### src/rtl/and_chain_seq_pkg.sv
// and_chain_seq_pkg
// Shared definitions for the time-shared AND chain controller:
//   state_t  - controller FSM encoding (IDLE, S1, S2, S3, DONE)
//   LAT_FULL - acceptance-to-out_valid latency when all three AND steps run
//   LAT_MIN  - shortest latency, when the chain short-circuits on a zero
//              product after S1 (only with AND_SEQ_EARLY_EXIT_EN)
package and_chain_seq_pkg;

    typedef enum logic [2:0] {
        IDLE,
        S1,
        S2,
        S3,
        DONE
    } state_t;

    localparam int LAT_FULL = 4;
    localparam int LAT_MIN  = 2;

endpackage

### src/rtl/and_chain_seq_and2.sv
// and2_unit
// The single W-bit two-input AND that the controller time-shares across the
// three cascade steps. Purely combinational.
// Ports:
//   x_i, y_i : W-bit operands, chosen by the controller's operand mux
//   z_o      : W-bit bitwise AND of x_i and y_i
module and2_unit #(
    parameter int unsigned W = 1
) (
    input  logic [W-1:0] x_i,
    input  logic [W-1:0] y_i,
    output logic [W-1:0] z_o
);

    assign z_o = x_i & y_i;

endmodule

### src/rtl/and_chain_seq.sv
// and_chain_seq
// Multi-cycle controller computing e = a&b, f = e&c, g = f&d using one shared
// AND unit. Operands are accepted on a valid/ready port in IDLE, the three
// products are built in S1..S3, and held on a valid/ready output port in DONE.
// Ports:
//   clk, rst             : rising-edge clock, asynchronous active-high reset
//   in_valid / in_ready  : operand handshake (in_ready only in IDLE, not in reset)
//   a, b, c, d           : W-bit operands, captured only at acceptance
//   out_valid / out_ready: result handshake (out_valid only in DONE)
//   e, f, g              : W-bit cascaded products, registered, held until the
//                          next operation overwrites them
//   busy                 : high whenever the FSM is not in IDLE
// Build option:
//   AND_SEQ_EARLY_EXIT_EN - when defined, a zero product after S1 or S2 zeroes
//   the remaining results and jumps straight to DONE (latency 2 or 3).
module and_chain_seq
    import and_chain_seq_pkg::*;
#(
    parameter int unsigned W = 1
) (
    input  logic         clk,
    input  logic         rst,
    input  logic         in_valid,
    output logic         in_ready,
    input  logic [W-1:0] a,
    input  logic [W-1:0] b,
    input  logic [W-1:0] c,
    input  logic [W-1:0] d,
    output logic         out_valid,
    input  logic         out_ready,
    output logic [W-1:0] e,
    output logic [W-1:0] f,
    output logic [W-1:0] g,
    output logic         busy
);

    state_t       state_q, state_d;
    logic [W-1:0] a_q, b_q, c_q, d_q;
    logic [W-1:0] a_d, b_d, c_d, d_d;
    logic [W-1:0] e_q, f_q, g_q;
    logic [W-1:0] e_d, f_d, g_d;
    logic [W-1:0] and_x, and_y, and_z;
    logic         accept;

    and2_unit #(
        .W(W)
    ) u_and2 (
        .x_i(and_x),
        .y_i(and_y),
        .z_o(and_z)
    );

    // Acceptance only depends on registered state plus in_valid; it feeds
    // state/operand registers, never an output.
    assign accept = in_valid && (state_q == IDLE);

    // ---------------- state register ----------------
    always_ff @(posedge clk or posedge rst) begin
        if (rst) begin
            state_q <= IDLE;
        end else begin
            state_q <= state_d;
        end
    end

    // ---------------- next-state logic ----------------
    always_comb begin
        state_d = state_q;
        case (state_q)
            IDLE: if (accept) state_d = S1;
`ifdef AND_SEQ_EARLY_EXIT_EN
            S1:   state_d = (and_z == '0) ? DONE : S2;
            S2:   state_d = (and_z == '0) ? DONE : S3;
`else
            S1:   state_d = S2;
            S2:   state_d = S3;
`endif
            S3:   state_d = DONE;
            DONE: if (out_ready) state_d = IDLE;
            default: state_d = IDLE;
        endcase
    end

    // ---------------- output / operand-select decode ----------------
    always_comb begin
        and_x = '0;
        and_y = '0;
        case (state_q)
            S1: begin
                and_x = a_q;
                and_y = b_q;
            end
            S2: begin
                and_x = e_q;
                and_y = c_q;
            end
            S3: begin
                and_x = f_q;
                and_y = d_q;
            end
            default: begin
                and_x = '0;
                and_y = '0;
            end
        endcase
    end

    // in_ready is forced low while rst is held: async reset parks the FSM in
    // IDLE, which would otherwise advertise readiness during reset.
    assign in_ready  = (state_q == IDLE) && !rst;
    assign out_valid = (state_q == DONE);
    assign busy      = (state_q != IDLE);
    assign e         = e_q;
    assign f         = f_q;
    assign g         = g_q;

    // ---------------- datapath next values ----------------
    always_comb begin
        a_d = a_q;
        b_d = b_q;
        c_d = c_q;
        d_d = d_q;
        e_d = e_q;
        f_d = f_q;
        g_d = g_q;
        case (state_q)
            IDLE: begin
                if (accept) begin
                    a_d = a;
                    b_d = b;
                    c_d = c;
                    d_d = d;
                end
            end
            S1: begin
                e_d = and_z;
`ifdef AND_SEQ_EARLY_EXIT_EN
                // Downstream products of a zero are zero; clear stale results.
                if (and_z == '0) begin
                    f_d = '0;
                    g_d = '0;
                end
`endif
            end
            S2: begin
                f_d = and_z;
`ifdef AND_SEQ_EARLY_EXIT_EN
                if (and_z == '0) begin
                    g_d = '0;
                end
`endif
            end
            S3: g_d = and_z;
            default: begin
            end
        endcase
    end

    // ---------------- datapath registers ----------------
    always_ff @(posedge clk or posedge rst) begin
        if (rst) begin
            a_q <= '0;
            b_q <= '0;
            c_q <= '0;
            d_q <= '0;
            e_q <= '0;
            f_q <= '0;
            g_q <= '0;
        end else begin
            a_q <= a_d;
            b_q <= b_d;
            c_q <= c_d;
            d_q <= d_d;
            e_q <= e_d;
            f_q <= f_d;
            g_q <= g_d;
        end
    end

endmodule

### config.mk
export PLATFORM = sky130hd
export DESIGN_NAME = and_chain_seq
export DESIGN_NICKNAME = d
export VERILOG_FILES = /design/src/rtl/and_chain_seq_pkg.sv /design/src/rtl/and_chain_seq_and2.sv /design/src/rtl/and_chain_seq.sv
export SDC_FILE = /design/constraint.sdc
export NUM_CORES = 1
export LEC_CHECK = 0
export BUFFER_PORTS_ARGS = -buffer_cell sky130_fd_sc_hd__buf_2
export CAP_MARGIN = 10
export CORE_AREA = 10 10 47 49
export CTS_BUF_LIST = sky130_fd_sc_hd__clkbuf_2 sky130_fd_sc_hd__clkbuf_4 sky130_fd_sc_hd__clkbuf_8
export CTS_CLUSTER_SIZE = 28
export DETAILED_ROUTE_END_ITERATION = 10
export DIE_AREA = 0 0 57 59
export GPL_ROUTABILITY_DRIVEN = 0
export PLACE_DENSITY = 0.68
export SKIP_LAST_GASP = 1
export SYNTH_ARGS = -nofsm -noshare
export SYNTH_HDL_FRONTEND = slang
export SYNTH_HIERARCHICAL = 1
export SYNTH_SLANG_ARGS = --single-unit
### constraint.sdc
create_clock -name clk -period 4.2 [get_ports clk]
set_input_delay 0.63 -clock clk [delete_from_list [all_inputs] [get_ports clk]]
set_output_delay 0.63 -clock clk [all_outputs]
set_load 0.05 [all_outputs]
# ---- Word-level counts from Yosys, hierarchy flattened
# Index checks and enable logic that the tools add are counted.
dict set report word_totals {
  out_inout_bits 6
  input_bits 8
  ff_bits 10
  word_cells 27
}
dict set report op_classes {
  bitwise 1
  muxes 5
  n_eq_ne 6
  reduce_logical 7
}
# cell count
set ops {}
lappend ops {{$pmux 3 s5} 1}
lappend ops {{$eq 3x2->1 const B} 2}
lappend ops {{$mux 3} 2}
lappend ops {{$pmux 1 s3} 2}
lappend ops {{$reduce_and 2->1} 2}
lappend ops {{$eq 3x1->1 const B} 1}
lappend ops {{$eq 3x3->1 const B} 1}
lappend ops {{$logic_not 3->1} 1}
lappend ops {{$reduce_bool 3->1} 1}
lappend ops {{$logic_and 1x1->1} 2}
lappend ops {{$ne 2x1->1 const B} 1}
lappend ops {{$ne 2x2->1 const B} 1}
lappend ops {{$and 1x1->1} 1}
lappend ops {{$logic_not 1->1} 1}

# ---- Depth between registers and ports, before layout
dict set report logic_depth {
  depth_word 4
  mapped_depth 5
  mapped_depth_nobuf 4
}

# ---- Cells and area by module
# Netlist, hierarchy kept.
# module area_each_um2 cells_per_inst n_inst seq_area_each_um2
set modules_own_cells {}
lappend modules_own_cells {and_chain_seq 510.5 41 1 250.2}
lappend modules_own_cells {and2_unit 6.3 1 1 0.0}

# ---- Worst setup path after synthesis
# No wires, ideal clock.
dict set report synth_timing {
  path_kind {reg-to-output}
  from {register state_q[1]}
  to {output in_ready}
  required_ps 3570
  setup_slack_ps 1653
  n_path_buf 1
  path_stages_with_launch 4
  arrival_ps 1917
  path_cell_list {dfrtp_1 > buf_4 > or3_1 > nor2_1}
}
dict set report synth_between {
  elab_chain_cells 2
}
# item line
set synth_rtl {}
lappend synth_rtl {{from (decl)} and_chain_seq.sv:37} ;# state_t state_q, state_d;
lappend synth_rtl {{from (signal assigned)} and_chain_seq.sv:62} ;# state_q <= state_d;
lappend synth_rtl {{$logic_not 3->1} and_chain_seq.sv:110} ;# assign in_ready = (state_q == IDLE) && !rst;
lappend synth_rtl {{$logic_and 1x1->1} and_chain_seq.sv:110}
lappend synth_rtl {{to (decl)} and_chain_seq.sv:24} ;# output logic in_ready,
# No other way between the ends.

# ---- Worst setup path after layout
dict set report layout_timing {
  from {register state_q[0]}
  to {output in_ready}
}
# The elaborated chain is that of the path after synthesis.

==> impl_metrics.json <==
{
  "max-vdd-ir-drop_mv": 0.371,
  "holdBufCountCts": 0,
  "post_cts_resized": 0,
  "hold_violations": 0,
  "post-dp-hpwl_um": 737,
  "setup-tns-final_ps": 0,
  "regArea_um2": 250,
  "worstPathCellList": "or3_1, nor2_1, buf_2",
  "crit_required_ps": 3570,
  "maxCapViolCount": 0,
  "ys_warn_count": 6,
  "hold_class": "in2async",
  "track_usage_pct": 5.81,
  "layout-drive-gt1-share_pct": 43.6,
  "io_pins": 14,
  "seq_area_frac_synth_pct": 48.4,
  "grt_max_degree": 14,
  "cts_tree": "built",
  "clock-root-buffer": "clkbuf_4",
  "cts.path.max_buffers": 2,
  "maxSlewViolCount": 0,
  "fp.dieH_um": 59,
  "grt_setup_unrepaired": "false",
  "routed_via_density": 4.72,
  "async_flop_share_pct": 100,
  "drc": 0,
  "p_leak_nw": 0.288,
  "grt_pass1_vias": 364,
  "overflow": 0,
  "worst_r2r_endpoint": "f",
  "cp_slowest_cell": "dfrtp_1",
  "tightest_slew_ps": 465,
  "die_x_um": 57,
  "endpoint_kind": "primary output",
  "grt_first_pass_wirelength_mm": 1.64,
  "status": "finished, final reports clean",
  "max_slew_margin_pct": 69.0,
  "vias": 335,
  "rrSetupSlack_ps": 2660,
  "fin_util_pct": 42.9,
  "syn_area_per_cell_um2": 12.3,
  "path_clk_slew_ps": 60,
  "ys_types": 22,
  "synth_flop_cell": "dfrtp_1",
  "antenna_found_initial": 0,
  "cts_max_level": 1,
  "numCtsBuffers": 3,
  "fill_cells": 141,
  "fmax_ghz": 0.453,
  "drtIter0Drc": 7,
  "avgRoutedWirePerCell_um": 13.0,
  "synth_area_um2": 517,
  "clk_latency_ps": 260,
  "r2r-start": "state_q[0]",
  "min_period_over_period_pct": 52.6,
  "slowest_delay_ps": 540,
  "synth_seq_cells": 10,
  "dieArea_mm2": 0.00336,
  "drtPass1Iterations": 2,
  "finalWirelength_um": 925,
  "fin_nets": 65,
  "crit_family": "flip-flops",
  "post-cts-setup-buffers": 0,
  "finalSetupViolations": 0,
  "worst-path-buf-inv": 1,
  "syn_nets": 50,
  "worstPathArrival_ps": 1580,
  "p_per_area_mw_per_mm2": 863,
  "startpoint_type": "register",
  "area_growth_pct": 16.2,
  "port_buffers": 13,
  "path_class": "reg2out",
  "initial_core_util_pct": 36.9,
  "synth_edf_count": 0,
  "antenna_cells": 0,
  "rows": 14,
  "core_mm2": 0.00140,
  "min_period_ps": 2210,
  "syn_inst": 42,
  "final.setup_skew_ps": 3.18,
  "worstPathMaxFanout": 13,
  "antenna_left": 0,
  "rr_worst_depth": 4,
  "multi_input_area_um2": 239,
  "clkSinkCount": 10
}
-- cell families after synthesis --
kind of cell	Yosys count	synth area share (%)
AO/OA/AOI/OAI	3	3.39
XOR/XNOR	1	1.70
buffers and inverters	4	5.33
flip-flops	10	48.4
multiplexers	9	19.1
AND/OR/NAND/NOR	15	22.0
-- flip-flops by register name, summed over array words and instances (netlist names) --
signal   count
f            1
a_q          1
state_q      3
b_q          1
c_q          1
e            1
d_q          1
g            1
-- Yosys cell counts, types with 2 or more instances --
master | n | area share, %
nor2_1 | 3 | 2.2
mux2_2 | 7 | 15
mux2i_1 | 2 | 3.9
nor3b_1 | 3 | 4.4
dfrtp_1 | 10 | 48
-- stage by stage --
step	area, µm²	worst slack [ps]	instances	hold WS [ps]	power, mW
3_3_place_gp	578	2280	68	484	0.455
5_1_grt	601	1890	71	360	0.558
3_5_place_dp	578	2270	68	490	0.461
6_report	601	1990	71	344	0.518
4_1_cts	601	1980	71	352	0.524
2_1_floorplan	517	1650	42	470	0.423
-- where the power goes --
part	total (mW)	internal, mW	switching, mW
Combinational	0.245	0.107	0.138
Sequential	0.212	0.142	0.0700
Clock	0.0618	0.0329	0.0289
-- layout make-up --
class	count	share of cell area (%)
sequential	10	41.7
multi-input combinational	28	39.8
timing repair buffer	13	10.8
clock buffer	3	3.75
tap	16	3.33
inverter	1	0.625
-- worst max path at each step --
stage | start | endpoint | cells after the start
2_1_floorplan | state_q[1] | in_ready | 3
3_3_place_gp | state_q[0] | in_ready | 3
3_5_place_dp | state_q[0] | in_ready | 3
4_1_cts | state_q[0] | in_ready | 3
5_1_grt | state_q[0] | in_ready | 3
6_report | state_q[0] | in_ready | 3
-- routing by layer --
metal | routed length (µm) | GRT usage, % | share of wire, % | up-vias
met5 | 0 | 0 | 0 | -
met4 | 0 | 2.01 | 0 | 0
met3 | 41 | 2.15 | 4.4 | 0
met2 | 479 | 10.1 | 52 | 8
met1 | 405 | 6.36 | 44 | 152
li1 | - | - | - | 175
-- cells in the final DEF (no fill, tap or decap) --
| cell type | synthesis | routed |
|---|---|---|
| mux2_2 | 7 | 7 |
| nor3b_1 | 3 | 3 |
| and2_1 | 1 | 1 |
| xnor2_1 | 1 | 1 |
| o21ai_0 | 1 | 1 |
| or3_1 | 1 | 1 |
| nand2_1 | 1 | 1 |
| nand2b_1 | 1 | 1 |
| clkbuf_4 | 0 | 3 |
| a21oi_1 | 1 | 1 |
| nand4bb_1 | 1 | 1 |
| buf_2 | 1 | 13 |
| nand3b_1 | 1 | 1 |
| mux2i_1 | 2 | 2 |
| dfrtp_1 | 10 | 10 |
| nor4b_4 | 1 | 1 |
| a211oi_1 | 1 | 1 |
| or4b_1 | 1 | 1 |
| nor2_1 | 3 | 3 |
| inv_1 | 1 | 1 |
| nor3_1 | 1 | 1 |
Note: power is estimated with default switching activity, not from simulation.
